===== src/rtl/pinball_pkg.sv =====
// Shared definitions for the pinball bonus-target logic: target count,
// controller FSM states, target index type and the target-pick helper.
package pinball_pkg;

   localparam int NUM_TARGETS = 10;

   typedef enum logic [2:0] {
      IDLE,
      REQ,
      CAPTURE,
      LIT,
      AWARD
   } state_t;

   typedef logic [3:0] target_idx_t;

   // Fold a raw 4-bit random value onto 0..9, then step past the previous
   // target so the same lamp is never lit twice in a row within a round.
   function automatic target_idx_t pick_target(input logic [3:0] raw,
                                               input target_idx_t prev,
                                               input logic prev_valid);
      target_idx_t t;
      t = (raw > 4'd9) ? raw - 4'd10 : raw;
      if (prev_valid && (t == prev))
         t = (t == 4'd9) ? 4'd0 : t + 4'd1;
      return t;
   endfunction

endpackage


===== src/rtl/bonus_timer.sv =====
// Lit-window down-counter: loads a start value, counts down to zero and
// parks there; expired flags the last cycle of the window.
module bonus_timer #(
   parameter int WIDTH = 26
) (
   input  logic             clk,
   input  logic             reset,
   input  logic             load,
   input  logic [WIDTH-1:0] value,
   output logic             expired
);

   logic [WIDTH-1:0] count;

   // Load on request, otherwise decrement until the counter reaches zero.
   always_ff @(posedge clk) begin
      if (reset)
         count <= '0;
      else if (load)
         count <= value;
      else if (count != '0)
         count <= count - 1'b1;
   end

   assign expired = (count == '0);

endmodule


===== src/rtl/bonus_target_controller.sv =====
// Bonus-round controller: requests a random target, lights it for a fixed
// window, scores hits with a streak multiplier and ends the round on a miss.
module bonus_target_controller
   import pinball_pkg::*;
#(
   parameter int LIT_CYCLES  = 50_000_000,
   parameter int BASE_POINTS = 10
) (
   input  logic                   clk,
   input  logic                   resetN,
   input  logic                   startBonus,
   input  logic [NUM_TARGETS-1:0] targetHit,
   input  logic [3:0]             randomNumber,
   output logic                   getRandomNumber,
   output logic [NUM_TARGETS-1:0] litTarget,
   output logic                   bonusActive,
   output logic                   awardValid,
   output logic [7:0]             awardPoints,
   output logic [2:0]             streak
);

   localparam int TW = $clog2(LIT_CYCLES);

   state_t                 state, state_next;
   target_idx_t            cur_target, prev_target, chosen;
   logic                   prev_valid;
   logic                   lit_hit, timer_expired;
   logic [2:0]             streak_inc;

   logic                   req_next, active_next, valid_next, prev_valid_next;
   logic [NUM_TARGETS-1:0] lit_next;
   logic [7:0]             points_next;
   logic [2:0]             streak_next;
   target_idx_t            cur_next, prev_next;

   assign chosen     = pick_target(randomNumber, prev_target, prev_valid);
   assign lit_hit    = |(targetHit & litTarget);
   assign streak_inc = (streak == 3'd7) ? 3'd7 : streak + 3'd1;

   // Window counter is loaded as the lamp turns on, so it reads zero on the
   // final lit cycle.
   bonus_timer #(.WIDTH(TW)) u_timer (
      .clk     (clk),
      .reset   (resetN),
      .load    (state == CAPTURE),
      .value   (TW'(LIT_CYCLES - 1)),
      .expired (timer_expired)
   );

   // State register.
   always_ff @(posedge clk) begin
      if (resetN)
         state <= IDLE;
      else
         state <= state_next;
   end

   // Next-state logic; a lit hit wins over a simultaneous timeout.
   always_comb begin
      state_next = state;
      case (state)
         IDLE:    if (startBonus) state_next = REQ;
         REQ:     state_next = CAPTURE;
         CAPTURE: state_next = LIT;
         LIT: begin
            if (lit_hit)            state_next = AWARD;
            else if (timer_expired) state_next = IDLE;
         end
         AWARD:   state_next = REQ;
         default: state_next = IDLE;
      endcase
   end

   // Next values of the registered outputs; strobes default low, rest hold.
   always_comb begin
      req_next        = 1'b0;
      valid_next      = 1'b0;
      active_next     = bonusActive;
      lit_next        = litTarget;
      points_next     = awardPoints;
      streak_next     = streak;
      cur_next        = cur_target;
      prev_next       = prev_target;
      prev_valid_next = prev_valid;
      case (state)
         IDLE: begin
            if (startBonus) begin
               req_next        = 1'b1;
               active_next     = 1'b1;
               streak_next     = 3'd0;
               prev_valid_next = 1'b0;
            end
         end
         CAPTURE: begin
            cur_next = chosen;
            lit_next = {{(NUM_TARGETS-1){1'b0}}, 1'b1} << chosen;
         end
         LIT: begin
            if (lit_hit) begin
               lit_next        = '0;
               prev_next       = cur_target;
               prev_valid_next = 1'b1;
               streak_next     = streak_inc;
               valid_next      = 1'b1;
               points_next     = 8'(BASE_POINTS * streak_inc);
            end else if (timer_expired) begin
               lit_next    = '0;
               active_next = 1'b0;
               streak_next = 3'd0;
            end
         end
         AWARD:   req_next = 1'b1;
         default: ;
      endcase
   end

   // Output and round-context registers.
   always_ff @(posedge clk) begin
      if (resetN) begin
         getRandomNumber <= 1'b0;
         litTarget       <= '0;
         bonusActive     <= 1'b0;
         awardValid      <= 1'b0;
         awardPoints     <= 8'd0;
         streak          <= 3'd0;
         cur_target      <= '0;
         prev_target     <= '0;
         prev_valid      <= 1'b0;
      end else begin
         getRandomNumber <= req_next;
         litTarget       <= lit_next;
         bonusActive     <= active_next;
         awardValid      <= valid_next;
         awardPoints     <= points_next;
         streak          <= streak_next;
         cur_target      <= cur_next;
         prev_target     <= prev_next;
         prev_valid      <= prev_valid_next;
      end
   end

endmodule


===== config.mk =====
export PLATFORM = sky130hd
export DESIGN_NAME = bonus_target_controller
export DESIGN_NICKNAME = d
export VERILOG_FILES = /design/src/rtl/pinball_pkg.sv /design/src/rtl/bonus_timer.sv /design/src/rtl/bonus_target_controller.sv
export SDC_FILE = /design/constraint.sdc
export NUM_CORES = 1
export LEC_CHECK = 0
export BUFFER_PORTS_ARGS = -buffer_cell sky130_fd_sc_hd__buf_4
export CAP_MARGIN = 15
export CELL_PAD_IN_SITES_DETAIL_PLACEMENT = 2
export CELL_PAD_IN_SITES_GLOBAL_PLACEMENT = 2
export CORE_ASPECT_RATIO = 0.75
export CORE_MARGIN = 8
export CORE_UTILIZATION = 38
export DETAILED_ROUTE_END_ITERATION = 7
export PLACE_DENSITY_LB_ADDON = 0.1
export SLEW_MARGIN = 20
export SYNTH_ARGS = -nofsm -noshare
export SYNTH_HDL_FRONTEND = slang
export SYNTH_HIERARCHICAL = 1
export SYNTH_SLANG_ARGS = --single-unit
export TNS_END_PERCENT = 1

===== constraint.sdc =====
create_clock -name clk -period 5.3 [get_ports clk]
set_clock_uncertainty 0.15 [all_clocks]
set_input_delay 0.53 -clock clk [delete_from_list [all_inputs] [get_ports clk]]
set_output_delay 0.53 -clock clk [all_outputs]
set_load 0.05 [all_outputs]

==> impl_metrics.prom, run 1 <==
# TYPE chip_impl_metric gauge
chip_impl_info{name="run_status",value="finished clean"} 1
chip_impl_metric{name="p_comb_share",unit="%"} 35.4
chip_impl_metric{name="area.growth.synth_to_final",unit="%"} 22.3
chip_impl_metric{name="final-setup-viol-count",unit=""} 0
chip_impl_metric{name="cts_repair_resize_count",unit=""} 0
chip_impl_metric{name="clkTransAtPathRegs",unit="ns"} 0.05
chip_impl_metric{name="floorplan.initialDensity",unit="%"} 39.4
chip_impl_metric{name="finalMaxSlewViolations",unit=""} 0
chip_impl_metric{name="post_synthesis_compound_gate_area_fraction",unit="%"} 25.1
chip_impl_metric{name="timing.critical_path.fanout_max",unit=""} 10
chip_impl_metric{name="cts_post_setup_buffers_inserted",unit=""} 0
chip_impl_metric{name="fp.dieH",unit="µm"} 97.2
chip_impl_info{name="synth_top_flop_cell",value="sky130_fd_sc_hd__dfxtp_1"} 1
chip_impl_metric{name="min_delay_path_depth",unit=""} 2
chip_impl_metric{name="finalCritPeriodShare",unit="%"} 58.9
chip_impl_metric{name="synthesis.area_per_instance",unit="µm²"} 8.40
chip_impl_metric{name="tightest_slew",unit="ns"} 0.943
chip_impl_metric{name="grt_use_total",unit="%"} 19.5
chip_impl_metric{name="cts_max_level",unit=""} 3
chip_impl_metric{name="dieWidth",unit="µm"} 124
chip_impl_metric{name="final.fill_count",unit=""} 957
chip_impl_metric{name="ios",unit=""} 41
chip_impl_metric{name="power_leakage",unit="nW"} 1.60
chip_impl_info{name="post-synth-top-area-cell",value="sky130_fd_sc_hd__dfxtp_1"} 1
chip_impl_metric{name="sw_ratio",unit="%"} 38.7
chip_impl_metric{name="power.density_cell_area",unit="mW/mm²"} 446
chip_impl_metric{name="standard_cell_core_area",unit="mm²"} 0.00849
chip_impl_metric{name="drc",unit=""} 0
chip_impl_metric{name="grt_pass1_vias",unit=""} 3558
chip_impl_info{name="critical_path.cell_chain",value="nor4_1, nand3_1, nor3_1, a2111oi_4, and2_1, a41o_1"} 1
chip_impl_metric{name="finalSetupTns",unit="ns"} 0
chip_impl_metric{name="routabilityCongestion",unit=""} 0.757
chip_impl_info{name="setup.worst_path.end_class",value="register"} 1
chip_impl_metric{name="net-switching-power",unit="mW"} 0.707
chip_impl_metric{name="detailroute.via_count",unit=""} 3256
chip_impl_metric{name="synth_cells",unit=""} 398
chip_impl_metric{name="seq_power_share",unit="%"} 33.7
chip_impl_metric{name="sum_of_internal_switching_and_leakage_power",unit="mW"} 1.82
chip_impl_metric{name="dr_wl_met2",unit="µm"} 5360
chip_impl_metric{name="path_buf_inv",unit=""} 0
chip_impl_metric{name="wl",unit="µm"} 11700
chip_impl_metric{name="synthDistinctLibCells",unit=""} 70
chip_impl_metric{name="synth_adder_area_share",unit="%"} 1.50
chip_impl_metric{name="route.detailed.wl_per_inst",unit="µm"} 20.7
chip_impl_info{name="highest_delay_cell_along_the_critical_path",value="sky130_fd_sc_hd__nor3_1"} 1
chip_impl_metric{name="number_of_antenna_cells_inserted",unit=""} 0
chip_impl_metric{name="grt_antenna_before_repair",unit=""} 0
chip_impl_metric{name="design_area",unit="mm²"} 0.00409
chip_impl_metric{name="arrival",unit="ns"} 3.19
chip_impl_metric{name="route.layer.met1.wl",unit="µm"} 5650
chip_impl_metric{name="asyncSetResetFlopFracSynth",unit="%"} 0
chip_impl_metric{name="initialDrtViolationCount",unit=""} 178
chip_impl_metric{name="design.final.nets",unit=""} 473
chip_impl_info{name="startpoint_type",value="register"} 1
chip_impl_metric{name="fp-row-count",unit=""} 29
chip_impl_info{name="timing.hold.worst.class",value="reg -> reg"} 1
chip_impl_metric{name="clock_power_share",unit="%"} 30.9
chip_impl_metric{name="finalCriticalPeriod",unit="ns"} 3.12
chip_impl_info{name="timing.critical_path.max_delay_family",value="simple AND/OR/NAND/NOR gates"} 1
chip_impl_metric{name="post-route-util",unit="%"} 48.1
chip_impl_metric{name="synth-xor-area-share",unit="%"} 4.15
chip_impl_metric{name="cap_violations",unit=""} 0
chip_impl_metric{name="grt_overflow",unit=""} 0
chip_impl_metric{name="synth_enable_flop_cells",unit=""} 0
chip_impl_info{name="rsz0062_at_grt",value="false"} 1
chip_impl_metric{name="grt_first_pass_wirelength",unit="µm"} 19300
chip_impl_info{name="timing_worst_setup_path_type",value="reg -> reg"} 1
chip_impl_info{name="routed.top_layer",value="met4"} 1
chip_impl_metric{name="dpl.cell_count",unit=""} 549
chip_impl_metric{name="power.internal",unit="mW"} 1.12
chip_impl_info{name="clock_tree_from_tritoncts",value="done"} 1
chip_impl_metric{name="synthesis.area",unit="mm²"} 0.00334
chip_impl_metric{name="dpl-instance-area",unit="mm²"} 0.00378
chip_impl_info{name="synthTopCellsByArea",value="sky130_fd_sc_hd__dfxtp_1 (36%), sky130_fd_sc_hd__nand2_1 (4.6%), sky130_fd_sc_hd__a21oi_1 (4.3%)"} 1
chip_impl_metric{name="synth_simple_gate_area_share",unit="%"} 28.4
chip_impl_metric{name="firstDrtPassIters",unit=""} 4
chip_impl_metric{name="hpwl",unit="µm"} 7870
chip_impl_metric{name="netlist.area_leader.share",unit="%"} 35.9
chip_impl_metric{name="numCtsBuffers",unit=""} 9
chip_impl_metric{name="cts-root-to-sink-buffers",unit=""} 2
chip_impl_metric{name="drt-vias-per-instance",unit=""} 5.78
chip_impl_metric{name="worst-endpoint-required",unit="ns"} 5.37
chip_impl_metric{name="finish.cell_count_without_fillers",unit=""} 563
chip_impl_metric{name="number_of_gates_on_the_worst_path_with_buffers_counted",unit=""} 6
chip_impl_info{name="largest_family_of_logic_cells_by_synthesized_area",value="simple AND/OR/NAND/NOR gates"} 1
chip_impl_metric{name="largest_net_degree_at_the_start_of_global_routing",unit=""} 45
chip_impl_metric{name="ys_warn_count",unit=""} 6
chip_impl_metric{name="dr_wl_met3",unit="µm"} 482
chip_impl_metric{name="yosys-mux-area-fraction",unit="%"} 0.636
chip_impl_metric{name="max_freq",unit="MHz"} 320
chip_impl_metric{name="synth-seq-cells",unit=""} 60
chip_impl_info{name="clk_root_buffer_cell",value="sky130_fd_sc_hd__clkbuf_16"} 1
chip_impl_metric{name="clock_insertion_delay_worst_skew",unit="ns"} 0.33
chip_impl_metric{name="design.die.area",unit="mm²"} 0.0121
chip_impl_metric{name="place.port_buffers",unit=""} 38
chip_impl_metric{name="crit_path_max_incr_delay",unit="ns"} 0.81
chip_impl_metric{name="yosysSeqAreaShare",unit="%"} 35.9
chip_impl_metric{name="final_hold_viol_count",unit=""} 0
chip_impl_metric{name="layout-drive-gt1-share",unit="%"} 17.8
chip_impl_metric{name="clock-sinks",unit=""} 60
chip_impl_metric{name="holdBufCountCts",unit=""} 0
chip_impl_metric{name="relSlewSlack",unit="%"} 36.3
chip_impl_metric{name="r2r_cells",unit=""} 6
chip_impl_metric{name="vdd.ir_drop.worst",unit="mV"} 0.281
chip_impl_metric{name="detail-route-antenna-nets",unit=""} 0
[worst min-delay path: stages (launching register included)]
cell	delay, ns
sky130_fd_sc_hd__dfxtp_1	0.31
sky130_fd_sc_hd__nand2_1	0.06
sky130_fd_sc_hd__a21oi_1	0.05
[cell type report]
class / instances / area, µm² / share of cell area [%]
multi-input combinational: 331 / 2140 / 52.3
sequential: 60 / 1200 / 29.4
timing repair buffer: 39 / 293 / 7.16
clock buffer: 9 / 225 / 5.51
tap: 108 / 135 / 3.31
clock inverter: 5 / 55.1 / 1.35
inverter: 11 / 41.3 / 1.01
[registers in the layout (all words and copies together), names as in the netlist]
| name | flops |
|---|---|
| awardPoints | 6 |
| awardValid | 1 |
| bonusActive | 1 |
| cur_target | 4 |
| getRandomNumber | 1 |
| litTarget | 10 |
| prev_target | 4 |
| prev_valid | 1 |
| state | 3 |
| streak | 3 |
| u_timer/count | 26 |
[power by group through the flow]
stage | registers (mW) | logic [mW] | clock network, mW
floorplan | 0.606 | 0.468 | 0
global placement | 0.614 | 0.586 | 0
detailed placement | 0.620 | 0.619 | 0
CTS | 0.615 | 0.631 | 0.579
global route | 0.625 | 0.710 | 0.592
finish | 0.615 | 0.645 | 0.564
[stage by stage]
step / hold WS, ns / setup slack (ns)
2_1_floorplan: 0.282 / 2.26
3_3_place_gp: 0.294 / 2.14
3_5_place_dp: 0.309 / 2.03
4_1_cts: 0.316 / 2.32
5_1_grt: 0.349 / 1.86
6_report: 0.316 / 2.18
[Yosys cell counts (all sizes together), types with 3 or more instances]
library cell / count
or4: 4
a22oi: 6
nor3: 21
clkbuf: 15
nor2: 39
inv: 11
a21oi: 29
o31ai: 7
nor4: 8
or2: 8
and3: 3
nand4: 7
nand3b: 4
xnor2: 13
o211a: 3
nand2b: 6
a211o: 5
nor3b: 3
a211oi: 9
o21ai: 15
nand3: 7
nand2: 41
buf: 7
o2bb2ai: 3
ha: 4
or3: 6
a311oi: 4
and2: 4
dfxtp: 60
a41o: 3
a32o: 7
[layer usage]
metal | up-vias | GRT usage [%]
met5 | - | 0
met4 | 0 | 5.72
met3 | 15 | 5.34
met2 | 69 | 31.2
met1 | 1619 | 24.9
li1 | 1553 | -
[layout by cell type (no fill, tap or decap), drive strengths merged, types with 4 or more instances in the layout]
master  netlist  layout
buf           7      39
or4           4       4
nor2         39      39
nand4         7       7
a21oi        29      29
a211oi        9       9
nand3         7       7
nand2b        6       6
nand2        41      41
o21ai        15      15
nor3         21      21
dfxtp        60      60
ha            4       4
o31ai         7       7
xnor2        13      13
or2           8       8
a311oi        4       4
or3           6       6
a211o         5       5
conb          2      28
a32o          7       7
and2          4       4
inv          11      11
a22oi         6       6
nand3b        4       4
nor4          8       8
clkbuf       15       9
[final timing paths]
kind / to / slack, ns / from
hold reg to reg: prev_target[0] / 0.32 / cur_target[0]
hold / removal: prev_target[0] / 0.32 / cur_target[0]
setup reg to reg: litTarget[1] / 2.18 / u_timer/count[22]
setup / recovery: litTarget[1] / 2.18 / u_timer/count[22]
[cell families after synthesis]
| family | Yosys count |
|---|---|
| flops | 60 |
| simple gates | 169 |
| xor+xnor | 15 |
| compound gates | 113 |
| other cells | 2 |
| buf+inv | 33 |
| mux | 2 |
| fa+ha+maj | 4 |
Note: power is estimated with default switching activity, not from simulation.
==> run 2, diff against run 1 <==
Settings changed: CORE_UTILIZATION 38 to 35.
Clock period 5.3 ns to 3.1 ns, I/O delays scaled along.
==> run 2 against run 1 <==
Clock power is 93% higher. Critical path depth is 1 higher. Combinational power is 81% higher. Cell count is 6.7% higher. Total power is 81% higher. First-iteration DRC count is 27% lower. Flip-flop and latch count stayed put. Sequential share of layout area is 0.91 points lower. Highest routed layer unchanged.
==> impl_metrics.prom, run 2 (synthesis results as in run 1) <==
# TYPE chip_impl_metric gauge
chip_impl_info{name="run_status",value="finished clean"} 1
chip_impl_metric{name="place.port_buffers",unit=""} 38
chip_impl_info{name="max_flop_register",value="u_timer/count"} 1
chip_impl_metric{name="grt_first_pass_wirelength",unit="µm"} 18300
chip_impl_metric{name="grt_overflow",unit=""} 0
chip_impl_metric{name="layout-drive-gt1-share",unit="%"} 19.6
chip_impl_metric{name="largest_reg_flops",unit=""} 26
chip_impl_metric{name="post-route-worst-setup-slack",unit="ns"} 0.359
chip_impl_info{name="critical_path.cell_chain",value="nor4_1, nand3_1, nor3_1, a2111oi_2, buf_4, and2_1, a41o_1"} 1
chip_impl_metric{name="fp.dieH",unit="µm"} 101
chip_impl_metric{name="dp_worst_setup_slack",unit="ns"} 0.0997
chip_impl_info{name="top_usage_layer",value="met2"} 1
chip_impl_info{name="timing_worst_setup_path_type",value="reg -> reg"} 1
chip_impl_metric{name="grt_antenna_before_repair",unit=""} 0
chip_impl_metric{name="detail-route-antenna-nets",unit=""} 0
chip_impl_metric{name="tightest_slew",unit="ns"} 0.912
chip_impl_metric{name="power_leakage",unit="nW"} 1.68
chip_impl_metric{name="fp-row-count",unit=""} 31
chip_impl_info{name="startpoint_type",value="register"} 1
chip_impl_metric{name="number_of_antenna_cells_inserted",unit=""} 0
chip_impl_metric{name="vdd.ir_drop.worst",unit="mV"} 0.333
chip_impl_info{name="clock_tree_from_tritoncts",value="done"} 1
chip_impl_metric{name="cts_repair_resize_count",unit=""} 0
chip_impl_metric{name="finish.cell_count_without_fillers",unit=""} 601
chip_impl_metric{name="grt_util_met2",unit="%"} 28.9
chip_impl_metric{name="power.density_cell_area",unit="mW/mm²"} 784
chip_impl_info{name="mostFrequentLayoutCells",value="sky130_fd_sc_hd__dfxtp_1 (60), sky130_fd_sc_hd__buf_4 (51), sky130_fd_sc_hd__nand2_1 (41)"} 1
chip_impl_metric{name="timing.critical_path.fanout_max",unit=""} 10
chip_impl_metric{name="standard_cell_core_area",unit="mm²"} 0.00946
chip_impl_metric{name="clock-sinks",unit=""} 60
chip_impl_metric{name="cap_violations",unit=""} 0
chip_impl_metric{name="sum_of_internal_switching_and_leakage_power",unit="mW"} 3.31
chip_impl_metric{name="numCtsBuffers",unit=""} 9
chip_impl_metric{name="arrival",unit="ns"} 2.81
chip_impl_metric{name="final_hold_viol_count",unit=""} 0
chip_impl_metric{name="clkTransAtPathRegs",unit="ns"} 0.06
chip_impl_metric{name="route.detailed.wl_per_inst",unit="µm"} 18.6
chip_impl_info{name="timing.critical_path.max_delay_family",value="simple AND/OR/NAND/NOR gates"} 1
chip_impl_metric{name="drt-vias-per-instance",unit=""} 5.38
chip_impl_metric{name="finalMaxSlewViolations",unit=""} 0
chip_impl_metric{name="path_buf_inv",unit=""} 1
chip_impl_metric{name="cts_max_level",unit=""} 3
chip_impl_metric{name="cts_post_setup_buffers_inserted",unit=""} 0
chip_impl_metric{name="worst-endpoint-required",unit="ns"} 3.16
chip_impl_metric{name="hpwl",unit="µm"} 7900
chip_impl_metric{name="design.final.nets",unit=""} 485
chip_impl_metric{name="max_freq",unit="MHz"} 365
chip_impl_metric{name="clock_insertion_delay_worst_skew",unit="ns"} 0.33
chip_impl_metric{name="crit_path_max_incr_delay",unit="ns"} 0.65
chip_impl_metric{name="grt.met3_usage",unit="%"} 3.91
chip_impl_metric{name="dpl.cell_count",unit=""} 585
chip_impl_metric{name="largest_net_degree_at_the_start_of_global_routing",unit=""} 45
chip_impl_metric{name="routabilityCongestion",unit=""} 0.741
chip_impl_metric{name="grt_use_total",unit="%"} 17.9
chip_impl_metric{name="ios",unit=""} 41
chip_impl_metric{name="wl",unit="µm"} 11200
chip_impl_metric{name="firstDrtPassIters",unit=""} 4
chip_impl_metric{name="floorplan.initialDensity",unit="%"} 35.3
chip_impl_metric{name="dieWidth",unit="µm"} 129
chip_impl_metric{name="finalCritPeriodShare",unit="%"} 88.4
chip_impl_info{name="rsz0062_at_grt",value="false"} 1
chip_impl_metric{name="holdBufCountCts",unit=""} 0
chip_impl_metric{name="initialDrtViolationCount",unit=""} 130
chip_impl_metric{name="design.die.area",unit="mm²"} 0.0130
chip_impl_metric{name="detailroute.via_count",unit=""} 3234
chip_impl_metric{name="finalCriticalPeriod",unit="ns"} 2.74
chip_impl_info{name="setup.worst_path.end_class",value="register"} 1
chip_impl_info{name="mostFrequentLayoutCell",value="sky130_fd_sc_hd__dfxtp_1"} 1
chip_impl_metric{name="drc",unit=""} 0
chip_impl_metric{name="cts-root-to-sink-buffers",unit=""} 2
chip_impl_info{name="highest_delay_cell_along_the_critical_path",value="sky130_fd_sc_hd__nor4_1"} 1
chip_impl_info{name="timing.hold.worst.class",value="in -> reg"} 1
chip_impl_metric{name="area.growth.synth_to_final",unit="%"} 26.2
chip_impl_metric{name="relSlewSlack",unit="%"} 38.3
chip_impl_info{name="layout_top_registers",value="u_timer/count (26), litTarget (10), awardPoints (6)"} 1
chip_impl_metric{name="gr-usage-met1",unit="%"} 22.9
chip_impl_metric{name="finalSetupTns",unit="ns"} 0
chip_impl_metric{name="final-setup-viol-count",unit=""} 0
chip_impl_metric{name="grt_pass1_vias",unit=""} 3558
chip_impl_info{name="clk_root_buffer_cell",value="sky130_fd_sc_hd__clkbuf_16"} 1
-- run 2: final timing paths --
check             slack (ns)               to               from  depth (start not counted)
hold / removal          0.14  getRandomNumber         startBonus                          3
setup reg to reg        0.36     litTarget[9]  u_timer/count[22]                          7
hold reg to reg         0.31   prev_target[0]      cur_target[0]                          2
setup / recovery        0.36     litTarget[9]  u_timer/count[22]                          7
-- run 2: report_power, final --
part	switching (mW)	internal, mW	total [mW]
clock	0.364	0.721	1.09
combinational	0.694	0.472	1.17
sequential	0.159	0.895	1.05
-- run 2: through the flow --
stage | utilization [%] | hold slack [ns] | area (µm²)
5_1_grt | 44.6 | 0.149 | 4220
3_3_place_gp | 41.2 | 0.296 | 3900
3_5_place_dp | 41.2 | 0.308 | 3900
2_1_floorplan | - | 0.282 | 3440
4_1_cts | 44.6 | 0.125 | 4220
6_report | 44.6 | 0.138 | 4220
-- run 2: routing by layer --
metal | share of wire [%] | up-vias | routed length [µm]
met5 | 0 | - | 0
met4 | 1.3 | 0 | 144
met3 | 3.2 | 11 | 355
met2 | 45 | 49 | 5040
met1 | 50 | 1595 | 5630
li1 | - | 1579 | -
-- run 2: cell type report --
cell class	count	area [µm²]
fill	1111	5250
multi-input combinational	331	2110
sequential	60	1200
timing repair buffer	51	383
clock buffer	11	243
tap	132	165
clock inverter	5	75.1
inverter	11	41.3
-- run 2: worst min-delay path: cells and delay by family --
kind                   cells  cell delay [ns]
AND/OR/NAND/NOR            1             0.09
AO/OA/AOI/OAI              1             0.09
buffers and inverters      1             0.09
==> run 3, diff against run 2 <==
Settings changed: HOLD_SLACK_MARGIN from default to 0.15.
==> run 3 against run 2 <==
Cell count up 0.17%. Utilization rose by 0.11 points. Worst setup slack improved by 0.0079 ns. Hold slack better by 0.14 ns. Fmax up 0.29%. Non-clock buffer count rose by 1. Critical endpoint unchanged.
==> impl_metrics.prom, run 3 (synthesis results as in run 1) <==
# TYPE chip_impl_metric gauge
chip_impl_info{name="run_status",value="finished clean"} 1
chip_impl_metric{name="wl",unit="µm"} 11200
chip_impl_metric{name="clkTransAtPathRegs",unit="ns"} 0.05
chip_impl_metric{name="grt_antenna_before_repair",unit=""} 0
chip_impl_metric{name="design.final.nets",unit=""} 486
chip_impl_info{name="max_flop_register",value="u_timer/count"} 1
chip_impl_metric{name="finalSetupTns",unit="ns"} 0
chip_impl_metric{name="cts_repair_resize_count",unit=""} 0
chip_impl_info{name="timing_worst_setup_path_type",value="reg -> reg"} 1
chip_impl_metric{name="post-route-worst-setup-slack",unit="ns"} 0.367
chip_impl_metric{name="vdd.ir_drop.worst",unit="mV"} 0.334
chip_impl_metric{name="max_freq",unit="MHz"} 366
chip_impl_info{name="layout_top_registers",value="u_timer/count (26), litTarget (10), awardPoints (6)"} 1
chip_impl_metric{name="numCtsBuffers",unit=""} 9
chip_impl_metric{name="routabilityCongestion",unit=""} 0.741
chip_impl_metric{name="grt_overflow",unit=""} 0
chip_impl_metric{name="route.detailed.wl_per_inst",unit="µm"} 18.6
chip_impl_metric{name="cts_max_level",unit=""} 3
chip_impl_metric{name="net-switching-power",unit="mW"} 1.22
chip_impl_metric{name="grt_first_pass_wirelength",unit="µm"} 18300
chip_impl_metric{name="p_comb_share",unit="%"} 35.3
chip_impl_metric{name="clock_power_share",unit="%"} 32.8
chip_impl_metric{name="finalCriticalPeriod",unit="ns"} 2.73
chip_impl_metric{name="largest_reg_flops",unit=""} 26
chip_impl_metric{name="cap_violations",unit=""} 0
chip_impl_metric{name="place.port_buffers",unit=""} 38
chip_impl_metric{name="finalCritPeriodShare",unit="%"} 88.2
chip_impl_info{name="rsz0062_at_grt",value="false"} 1
chip_impl_metric{name="min_delay_path_depth",unit=""} 3
chip_impl_metric{name="cts-root-to-sink-buffers",unit=""} 2
chip_impl_info{name="highest_delay_cell_along_the_critical_path",value="sky130_fd_sc_hd__nor4_1"} 1
chip_impl_info{name="mostFrequentLayoutCells",value="sky130_fd_sc_hd__dfxtp_1 (60), sky130_fd_sc_hd__buf_4 (51), sky130_fd_sc_hd__nand2_1 (41)"} 1
chip_impl_metric{name="floorplan.initialDensity",unit="%"} 35.3
chip_impl_metric{name="seq_power_share",unit="%"} 31.9
chip_impl_metric{name="clock-sinks",unit=""} 60
chip_impl_metric{name="ios",unit=""} 41
chip_impl_info{name="clock_tree_from_tritoncts",value="done"} 1
chip_impl_metric{name="power.density_cell_area",unit="mW/mm²"} 782
chip_impl_info{name="critical_path.cell_chain",value="nor4_1, nand3_1, nor3_1, a2111oi_2, buf_4, and2_1, a41o_1"} 1
chip_impl_metric{name="sw_ratio",unit="%"} 36.8
chip_impl_metric{name="detail-route-antenna-nets",unit=""} 0
chip_impl_info{name="clk_root_buffer_cell",value="sky130_fd_sc_hd__clkbuf_16"} 1
chip_impl_metric{name="cts_post_setup_buffers_inserted",unit=""} 0
chip_impl_metric{name="arrival",unit="ns"} 2.80
chip_impl_metric{name="crit_path_max_incr_delay",unit="ns"} 0.65
chip_impl_metric{name="fp.dieH",unit="µm"} 101
chip_impl_metric{name="number_of_antenna_cells_inserted",unit=""} 0
chip_impl_metric{name="finish.cell_count_without_fillers",unit=""} 602
chip_impl_metric{name="standard_cell_core_area",unit="mm²"} 0.00946
chip_impl_metric{name="layout-drive-gt1-share",unit="%"} 19.6
chip_impl_metric{name="dpl-instance-area",unit="mm²"} 0.00390
chip_impl_metric{name="clock_insertion_delay_worst_skew",unit="ns"} 0.33
chip_impl_metric{name="timing.critical_path.fanout_max",unit=""} 10
chip_impl_metric{name="drt-vias-per-instance",unit=""} 5.38
chip_impl_metric{name="grt_use_total",unit="%"} 17.9
chip_impl_info{name="setup.worst_path.end_class",value="register"} 1
chip_impl_metric{name="dpl.cell_count",unit=""} 585
chip_impl_metric{name="relSlewSlack",unit="%"} 38.0
chip_impl_metric{name="power_leakage",unit="nW"} 1.68
chip_impl_info{name="timing.hold.worst.class",value="in -> reg"} 1
chip_impl_info{name="startpoint_type",value="register"} 1
chip_impl_metric{name="r2r_cells",unit=""} 7
chip_impl_metric{name="worst-endpoint-required",unit="ns"} 3.17
chip_impl_metric{name="design_area",unit="mm²"} 0.00423
chip_impl_metric{name="final_hold_viol_count",unit=""} 0
chip_impl_metric{name="tightest_slew",unit="ns"} 0.917
chip_impl_metric{name="number_of_gates_on_the_worst_path_with_buffers_counted",unit=""} 7
chip_impl_metric{name="largest_net_degree_at_the_start_of_global_routing",unit=""} 45
chip_impl_metric{name="sum_of_internal_switching_and_leakage_power",unit="mW"} 3.31
chip_impl_metric{name="power.internal",unit="mW"} 2.09
chip_impl_metric{name="dp_worst_setup_slack",unit="ns"} 0.0997
chip_impl_metric{name="area.growth.synth_to_final",unit="%"} 26.5
chip_impl_metric{name="detailroute.via_count",unit=""} 3239
chip_impl_info{name="timing.critical_path.max_delay_family",value="simple AND/OR/NAND/NOR gates"} 1
chip_impl_metric{name="whs",unit="ns"} 0.276
chip_impl_metric{name="grt_pass1_vias",unit=""} 3558
chip_impl_metric{name="post-route-util",unit="%"} 44.7
chip_impl_metric{name="firstDrtPassIters",unit=""} 4
chip_impl_metric{name="final-setup-viol-count",unit=""} 0
chip_impl_metric{name="path_buf_inv",unit=""} 1
chip_impl_metric{name="initialDrtViolationCount",unit=""} 128
chip_impl_info{name="mostFrequentLayoutCell",value="sky130_fd_sc_hd__dfxtp_1"} 1
chip_impl_metric{name="finalMaxSlewViolations",unit=""} 0
chip_impl_metric{name="drc",unit=""} 0
chip_impl_metric{name="design.die.area",unit="mm²"} 0.0130
chip_impl_metric{name="hpwl",unit="µm"} 7900
chip_impl_metric{name="fp-row-count",unit=""} 31
chip_impl_metric{name="dieWidth",unit="µm"} 129
## run 3: power groups by stage
stage	Clock [mW]	Combinational, mW	Sequential, mW
2_1_floorplan	0	0.800	1.04
3_3_place_gp	0	1.09	1.05
3_5_place_dp	0	1.13	1.06
4_1_cts	1.11	1.17	1.05
5_1_grt	1.14	1.28	1.07
6_report	1.09	1.17	1.05
## run 3: final cells by class
cell class	instances	area (µm²)
Clock buffer	11	243
Clock inverter	5	75.1
Fill cell	1110	5240
Inverter	11	41.3
Multi-Input combinational cell	331	2110
Sequential cell	60	1200
Tap cell	132	165
Timing Repair Buffer	52	393
## run 3: tightest hold or removal path, stage by stage
cell,delay (ns)
sky130_fd_sc_hd__buf_4,0.13
sky130_fd_sc_hd__xnor2_1,0.17
sky130_fd_sc_hd__a211oi_1,0.09
## run 3: metal layers
metal / global-route usage (%) / up-vias / wire length (µm)
met5: 0 / - / 0
met4: 6.03 / 0 / 144
met3: 4.02 / 11 / 391
met2: 29.0 / 53 / 5070
met1: 22.9 / 1594 / 5580
li1: - / 1581 / -
## run 3: worst paths after layout
check	startpoint	endpoint	slack, ns
hold reg to reg	cur_target[0]	prev_target[0]	0.31
setup reg to reg	u_timer/count[22]	litTarget[9]	0.37
hold / removal	randomNumber[0]	cur_target[0]	0.28
setup / recovery	u_timer/count[22]	litTarget[9]	0.37
## run 3: timing repair
item                                   in CTS  in global routing
endpoints found under the hold margin       2                  0
setup endpoints to repair                   0                  0
hold buffers                                1                  0
